**config.mk**
```make
export PLATFORM = sky130hd
export DESIGN_NAME = mem_arbiter
export DESIGN_NICKNAME = d
export VERILOG_FILES = /design/src/rtl/mem_arbiter.sv
export SDC_FILE = /design/constraint.sdc
export NUM_CORES = 1
export LEC_CHECK = 0
export CELL_PAD_IN_SITES_DETAIL_PLACEMENT = 0
export CELL_PAD_IN_SITES_GLOBAL_PLACEMENT = 2
export CORE_AREA = 2 2 346 348
export DETAILED_ROUTE_END_ITERATION = 8
export DIE_AREA = 0 0 348 350
export DONT_BUFFER_PORTS = 1
export HOLD_SLACK_MARGIN = 0.1
export PLACE_DENSITY_LB_ADDON = 0.1
export SLEW_MARGIN = 20
export SYNTH_ARGS = -nofsm -noshare
export SYNTH_HDL_FRONTEND = slang
export SYNTH_SLANG_ARGS = --single-unit
```
**constraint.sdc**
```tcl
create_clock -name i_clk -period 2.05 [get_ports i_clk]
set_input_delay 0.1025 -clock i_clk [delete_from_list [all_inputs] [get_ports i_clk]]
set_output_delay 0.1025 -clock i_clk [all_outputs]
set_load 0.01 [all_outputs]
```
**src/rtl/mem_arbiter.sv**
```systemverilog
// mem_arbiter: two-port (p0 = instruction cache, p1 = data cache) arbiter in front of one
// line-oriented memory port. It holds one outstanding transaction at a time.
//
// Ports
//   i_clk, i_reset            clock, synchronous active-high reset
//   i_pN_is_input_valid       request valid
//   i_pN_addr                 byte address
//   i_pN_mem_read/_mem_write  request type; exactly one must be set for the request to count
//   i_pN_din                  write line data
//   o_pN_is_ready             request accepted this cycle
//   o_pN_is_output_valid      one-cycle completion pulse (reads and writes)
//   o_pN_dout                 last read line for this port
//   o_mem_*                   downstream request (valid, type, line address, write data)
//   i_mem_is_output_valid     downstream read data valid
//   i_mem_dout                downstream read data
//   i_mem_ready               downstream ready
//
// Configuration
//   ARB_ROUND_ROBIN_EN        when defined, simultaneous requests alternate using last_grant;
//                             otherwise p1 always wins a tie.
module mem_arbiter #(
  parameter int unsigned LINE_SIZE = 16
) (
  input  logic                   i_clk,
  input  logic                   i_reset,
  input  logic                   i_p0_is_input_valid,
  input  logic [31:0]            i_p0_addr,
  input  logic                   i_p0_mem_read,
  input  logic                   i_p0_mem_write,
  input  logic [LINE_SIZE*8-1:0] i_p0_din,
  input  logic                   i_p1_is_input_valid,
  input  logic [31:0]            i_p1_addr,
  input  logic                   i_p1_mem_read,
  input  logic                   i_p1_mem_write,
  input  logic [LINE_SIZE*8-1:0] i_p1_din,
  output logic                   o_p0_is_ready,
  output logic                   o_p1_is_ready,
  output logic                   o_p0_is_output_valid,
  output logic                   o_p1_is_output_valid,
  output logic [LINE_SIZE*8-1:0] o_p0_dout,
  output logic [LINE_SIZE*8-1:0] o_p1_dout,
  output logic                   o_mem_is_input_valid,
  output logic                   o_mem_read,
  output logic                   o_mem_write,
  output logic [31:0]            o_mem_addr,
  output logic [LINE_SIZE*8-1:0] o_mem_din,
  input  logic                   i_mem_is_output_valid,
  input  logic [LINE_SIZE*8-1:0] i_mem_dout,
  input  logic                   i_mem_ready
);

  localparam int unsigned OFF = $clog2(LINE_SIZE);
  localparam int unsigned DW  = LINE_SIZE * 8;

  typedef enum logic [1:0] {StIdle, StIssue, StWait, StResp} state_e;

  state_e          r_state, w_state_d;
  logic            r_owner;       // 0 = p0, 1 = p1
  logic            r_last_grant;  // same encoding as r_owner
  logic            r_is_write;
  logic [31:0]     r_addr;
  logic [DW-1:0]   r_din;
  logic [DW-1:0]   r_p0_dout;
  logic [DW-1:0]   r_p1_dout;

  logic w_p0_elig, w_p1_elig, w_p0_wins_tie, w_grant0, w_grant1, w_accept, w_capture;

  // Requests with both or neither type bit set are ignored entirely.
  assign w_p0_elig = i_p0_is_input_valid & (i_p0_mem_read ^ i_p0_mem_write);
  assign w_p1_elig = i_p1_is_input_valid & (i_p1_mem_read ^ i_p1_mem_write);

`ifdef ARB_ROUND_ROBIN_EN
  // p0 wins a tie only when p1 was granted last.
  assign w_p0_wins_tie = r_last_grant;
`else
  // last_grant is still tracked, but ties always go to p1.
  assign w_p0_wins_tie = r_last_grant & 1'b0;
`endif

  assign w_grant0 = w_p0_elig & (~w_p1_elig | w_p0_wins_tie);
  assign w_grant1 = w_p1_elig & (~w_p0_elig | ~w_p0_wins_tie);

  assign w_accept  = (r_state == StIdle) & (w_grant0 | w_grant1);
  assign w_capture = (r_state == StWait) & ~r_is_write & i_mem_is_output_valid;

  assign o_p0_dout = r_p0_dout;
  assign o_p1_dout = r_p1_dout;

  always_ff @(posedge i_clk) begin
    if (i_reset) begin
      r_state      <= StIdle;
      r_owner      <= 1'b0;
      r_last_grant <= 1'b1;
      r_is_write   <= 1'b0;
      r_addr       <= '0;
      r_din        <= '0;
      r_p0_dout    <= '0;
      r_p1_dout    <= '0;
    end else begin
      r_state <= w_state_d;
      if (w_accept) begin
        r_owner      <= w_grant1;
        r_last_grant <= w_grant1;
        r_is_write   <= w_grant1 ? i_p1_mem_write : i_p0_mem_write;
        r_addr       <= w_grant1 ? i_p1_addr : i_p0_addr;
        r_din        <= w_grant1 ? i_p1_din : i_p0_din;
      end
      if (w_capture) begin
        if (r_owner) r_p1_dout <= i_mem_dout;
        else         r_p0_dout <= i_mem_dout;
      end
    end
  end

  always_comb begin
    w_state_d            = r_state;
    o_p0_is_ready        = 1'b0;
    o_p1_is_ready        = 1'b0;
    o_p0_is_output_valid = 1'b0;
    o_p1_is_output_valid = 1'b0;
    o_mem_is_input_valid = 1'b0;
    o_mem_read           = 1'b0;
    o_mem_write          = 1'b0;
    o_mem_addr           = '0;
    o_mem_din            = '0;
    unique case (r_state)
      StIdle: begin
        o_p0_is_ready = w_grant0;
        o_p1_is_ready = w_grant1;
        if (w_accept) w_state_d = StIssue;
      end
      StIssue: begin
        o_mem_is_input_valid = 1'b1;
        o_mem_read           = ~r_is_write;
        o_mem_write          = r_is_write;
        // Line address: byte address with the in-line offset shifted out.
        o_mem_addr           = r_addr >> OFF;
        o_mem_din            = r_din;
        if (i_mem_ready) w_state_d = StWait;
      end
      StWait: begin
        if (r_is_write ? i_mem_ready : i_mem_is_output_valid) w_state_d = StResp;
      end
      StResp: begin
        o_p0_is_output_valid = ~r_owner;
        o_p1_is_output_valid = r_owner;
        w_state_d            = StIdle;
      end
      default: w_state_d = StIdle;
    endcase
    // Nothing is presented to either side while reset is held.
    if (i_reset) begin
      o_p0_is_ready        = 1'b0;
      o_p1_is_ready        = 1'b0;
      o_p0_is_output_valid = 1'b0;
      o_p1_is_output_valid = 1'b0;
      o_mem_is_input_valid = 1'b0;
      o_mem_read           = 1'b0;
      o_mem_write          = 1'b0;
      o_mem_addr           = '0;
      o_mem_din            = '0;
    end
  end

endmodule

```
==> out/metrics.csv <==
metric,value,unit
worstPathMaxFanout,8,
yosysTopAreaCell,dfxtp_1,
whs,-0.463,ns
drc,0,
critPathKind,flop to primary output,
htree_levels,2,
path_clk_slew,0.05,ns
worst_path_largest_cell_delay,0.32,ns
vias_per_cell,4.06,
synth_flop_cell,dfxtp_1,
areaGrowthSynthToFinish,36.7,%
grt_pass1_wl,123000,um
finalCritPeriodShare,106,%
multi_input_area,9080,sq um
drv_slew,0,
crit_arrival,2.07,ns
placed_area,20000,sq um
worst_slack,-0.124,ns
synth_cell_types,34,
grt_pass1_vias,15700,
ant_nets,0,
synth_edf_count,0,
critical_path_cell_count,8,
path_buf_inv,5,
max_clock_freq,460,MHz
power_leakage,8.83,nW
yosysSeqAreaShare,46.5,%
synthCells,2050,
numPortBuffers,0,
final_area,24500,sq um
cp-start-kind,flop,
wl,90400,um
cp_data_required_time,1.95,ns
ios,881,
final_cells,3778,
path_delay_family,buffers and inverters,
worst_clock_skew,0.0284,ns
ys_warn_count,0,
p_total,28.1,mW
initial_core_util,15.2,%
synth_area,17900,sq um
cts-root-buf,clkbuf_16,
synth_area_leaders,"dfxtp_1, a21oi_1, nand2_1",
drtIter0Drc,766,
crit_slowest_cell,dfxtp_2,
die_x,348,um
placed_cells,3468,
reg2reg_depth,8,
regArea,8330,sq um
status,"complete, but fails checks",
place_hpwl,62600,um
max-cap-violations,0,
gp_congestion,0.781,
num_rows,126,
fin_nets,2646,
cts_tree,done,
hp-class,input port to flop,
core_area,118000,sq um
clk_latency,0.64,ns
cts_buffer_depth,3,
crit_path_end_kind,primary output,
period_minus_slack,2.17,ns
cts_made_buffers,56,
die_height,350,um
hold_path_depth,1,
wl_per_cell,23.9,um
grt.total_usage,14.0,%
route.vias.total,15300,
cts.sinks,416,
yosysMostFrequentCell,nand2_1,
synth_top_area_share,46.5,%
max_slew.worst_pin.slew,1.00,ns
drive_gt1_share,21.6,%
dr.pass1.iters,5,
slew_headroom,33.0,%
violations,"hold timing, setup timing",
syn_avg_cell_area,8.74,sq um
dp_slack,0.0647,ns
ir_drop,0.000601,V
grt_remaining_overflow,0,
grt_max_degree,422,
synth_seq_cells,416,
setup_viol,145,
dieArea,122000,sq um
crit_path_frequent_cell,buf_12,
hold_viol,208,
antenna_found_initial,20,
async_flop_share,0,%
synthTopCellsByCount,"nand2_1, dfxtp_1, a21oi_1",
crit_chain,buf_6 > ha_4 > nor2b_4 > buf_12 > buf_12 > buf_16 > nor2b_1 > buf_4,
fillCellCount,12900,
power_density,1150,nW/um^2
rsz0062_at_grt,true,
[cell type report]
class	instances	area share [%]
repair buffers	268	13.4
flip-flops and latches	416	34.0
diodes	15	0.153
well taps	1536	7.85
multi-input cells	1439	37.1
clock inverters	18	0.730
inverters	3	0.0562
clock buffers	83	6.75
[metal layers]
layer / wire length [um] / global-route usage (%)
met5: 110 / 0.275
met4: 3230 / 5.45
met3: 8390 / 5.79
met2: 45500 / 24.7
met1: 33200 / 14.7
[timing repair]
| action | 4_1_cts | 5_1_grt |
|---|---|---|
| pin swaps | 47 | 31 |
| buffers inserted | 14 | 4 |
| endpoints found under the hold margin | 416 | 413 |
| cloned | 10 | 3 |
| setup endpoints to repair | 161 | 169 |
| hold buffers | 149 | 18 |
| resized for setup | 218 | 27 |
[metrics by stage]
stage | util [%] | setup TNS (ns)
after floorplan | - | 0
after global placement | 17.0 | 0
after detailed placement | 17.0 | 0
after CTS | 20.5 | -20.52
after global routing | 20.8 | -22.12
final | 20.8 | -7.17
[power breakdown]
| group | leakage (nW) | total, mW | switching [mW] | internal, mW |
|---|---|---|---|---|
| clock network | 0.906 | 9.88 | 4.08 | 5.81 |
| registers | 3.39 | 10.2 | 0.909 | 9.31 |
| logic | 4.53 | 8.02 | 4.57 | 3.46 |
| total | 8.83 | 28.1 | 9.55 | 18.6 |
[flip-flops by register name (all words and copies together) (netlist names)]
signal and flops:
o_p1_dout 128, r_state 2, o_p0_dout 128, r_owner 1, r_din 128, r_addr 28
r_is_write 1
[logic make-up (layout without fill, tap and decap cells)]
logic type      after synthesis  after routing  synth area share (%)
other cells                   1             19                0.0209
fa+ha+maj                     4              4                 0.279
buf+inv                     198            372                  5.47
compound gates              578            578                  21.8
simple gates                693            693                  17.0
flops                       416            416                  46.5
xor+xnor                      2              2                 0.140
mux                         158            158                  8.83
[final timing paths]
| path | start | end | slack, ns |
|---|---|---|---|
| setup / recovery | r_state[0]$_SDFFE_PP0P_ | o_mem_read | -0.12 |
| hold / removal | i_reset | r_din[103]$_SDFFE_PP0P_ | -0.46 |
| setup reg to reg | r_state[1]$_SDFFE_PP0P_ | o_p0_dout[8]$_SDFFE_PP0P_ | 0 |
| hold reg to reg | o_p1_dout[120]$_SDFFE_PP0P_ | o_p1_dout[120]$_SDFFE_PP0P_ | 0.50 |
[placed cells by master, fill, tap and decap left out, types with 5 or more instances in the layout]
master | Yosys | final
dfxtp_1 | 416 | 414
mux2i_1 | 158 | 158
clkbuf_16 | 0 | 58
clkbuf_8 | 0 | 15
and2_4 | 0 | 148
diode_2 | 0 | 15
a211oi_2 | 120 | 120
dlygate4sd3_1 | 0 | 167
nand2_1 | 517 | 517
clkinv_2 | 0 | 10
and2_2 | 0 | 9
buf_8 | 0 | 5
a21oi_1 | 415 | 415
buf_12 | 0 | 43
a211oi_1 | 36 | 36
buf_4 | 9 | 36
clkbuf_1 | 85 | 12
buf_16 | 0 | 10
Power figures use the tool's default switching activity.
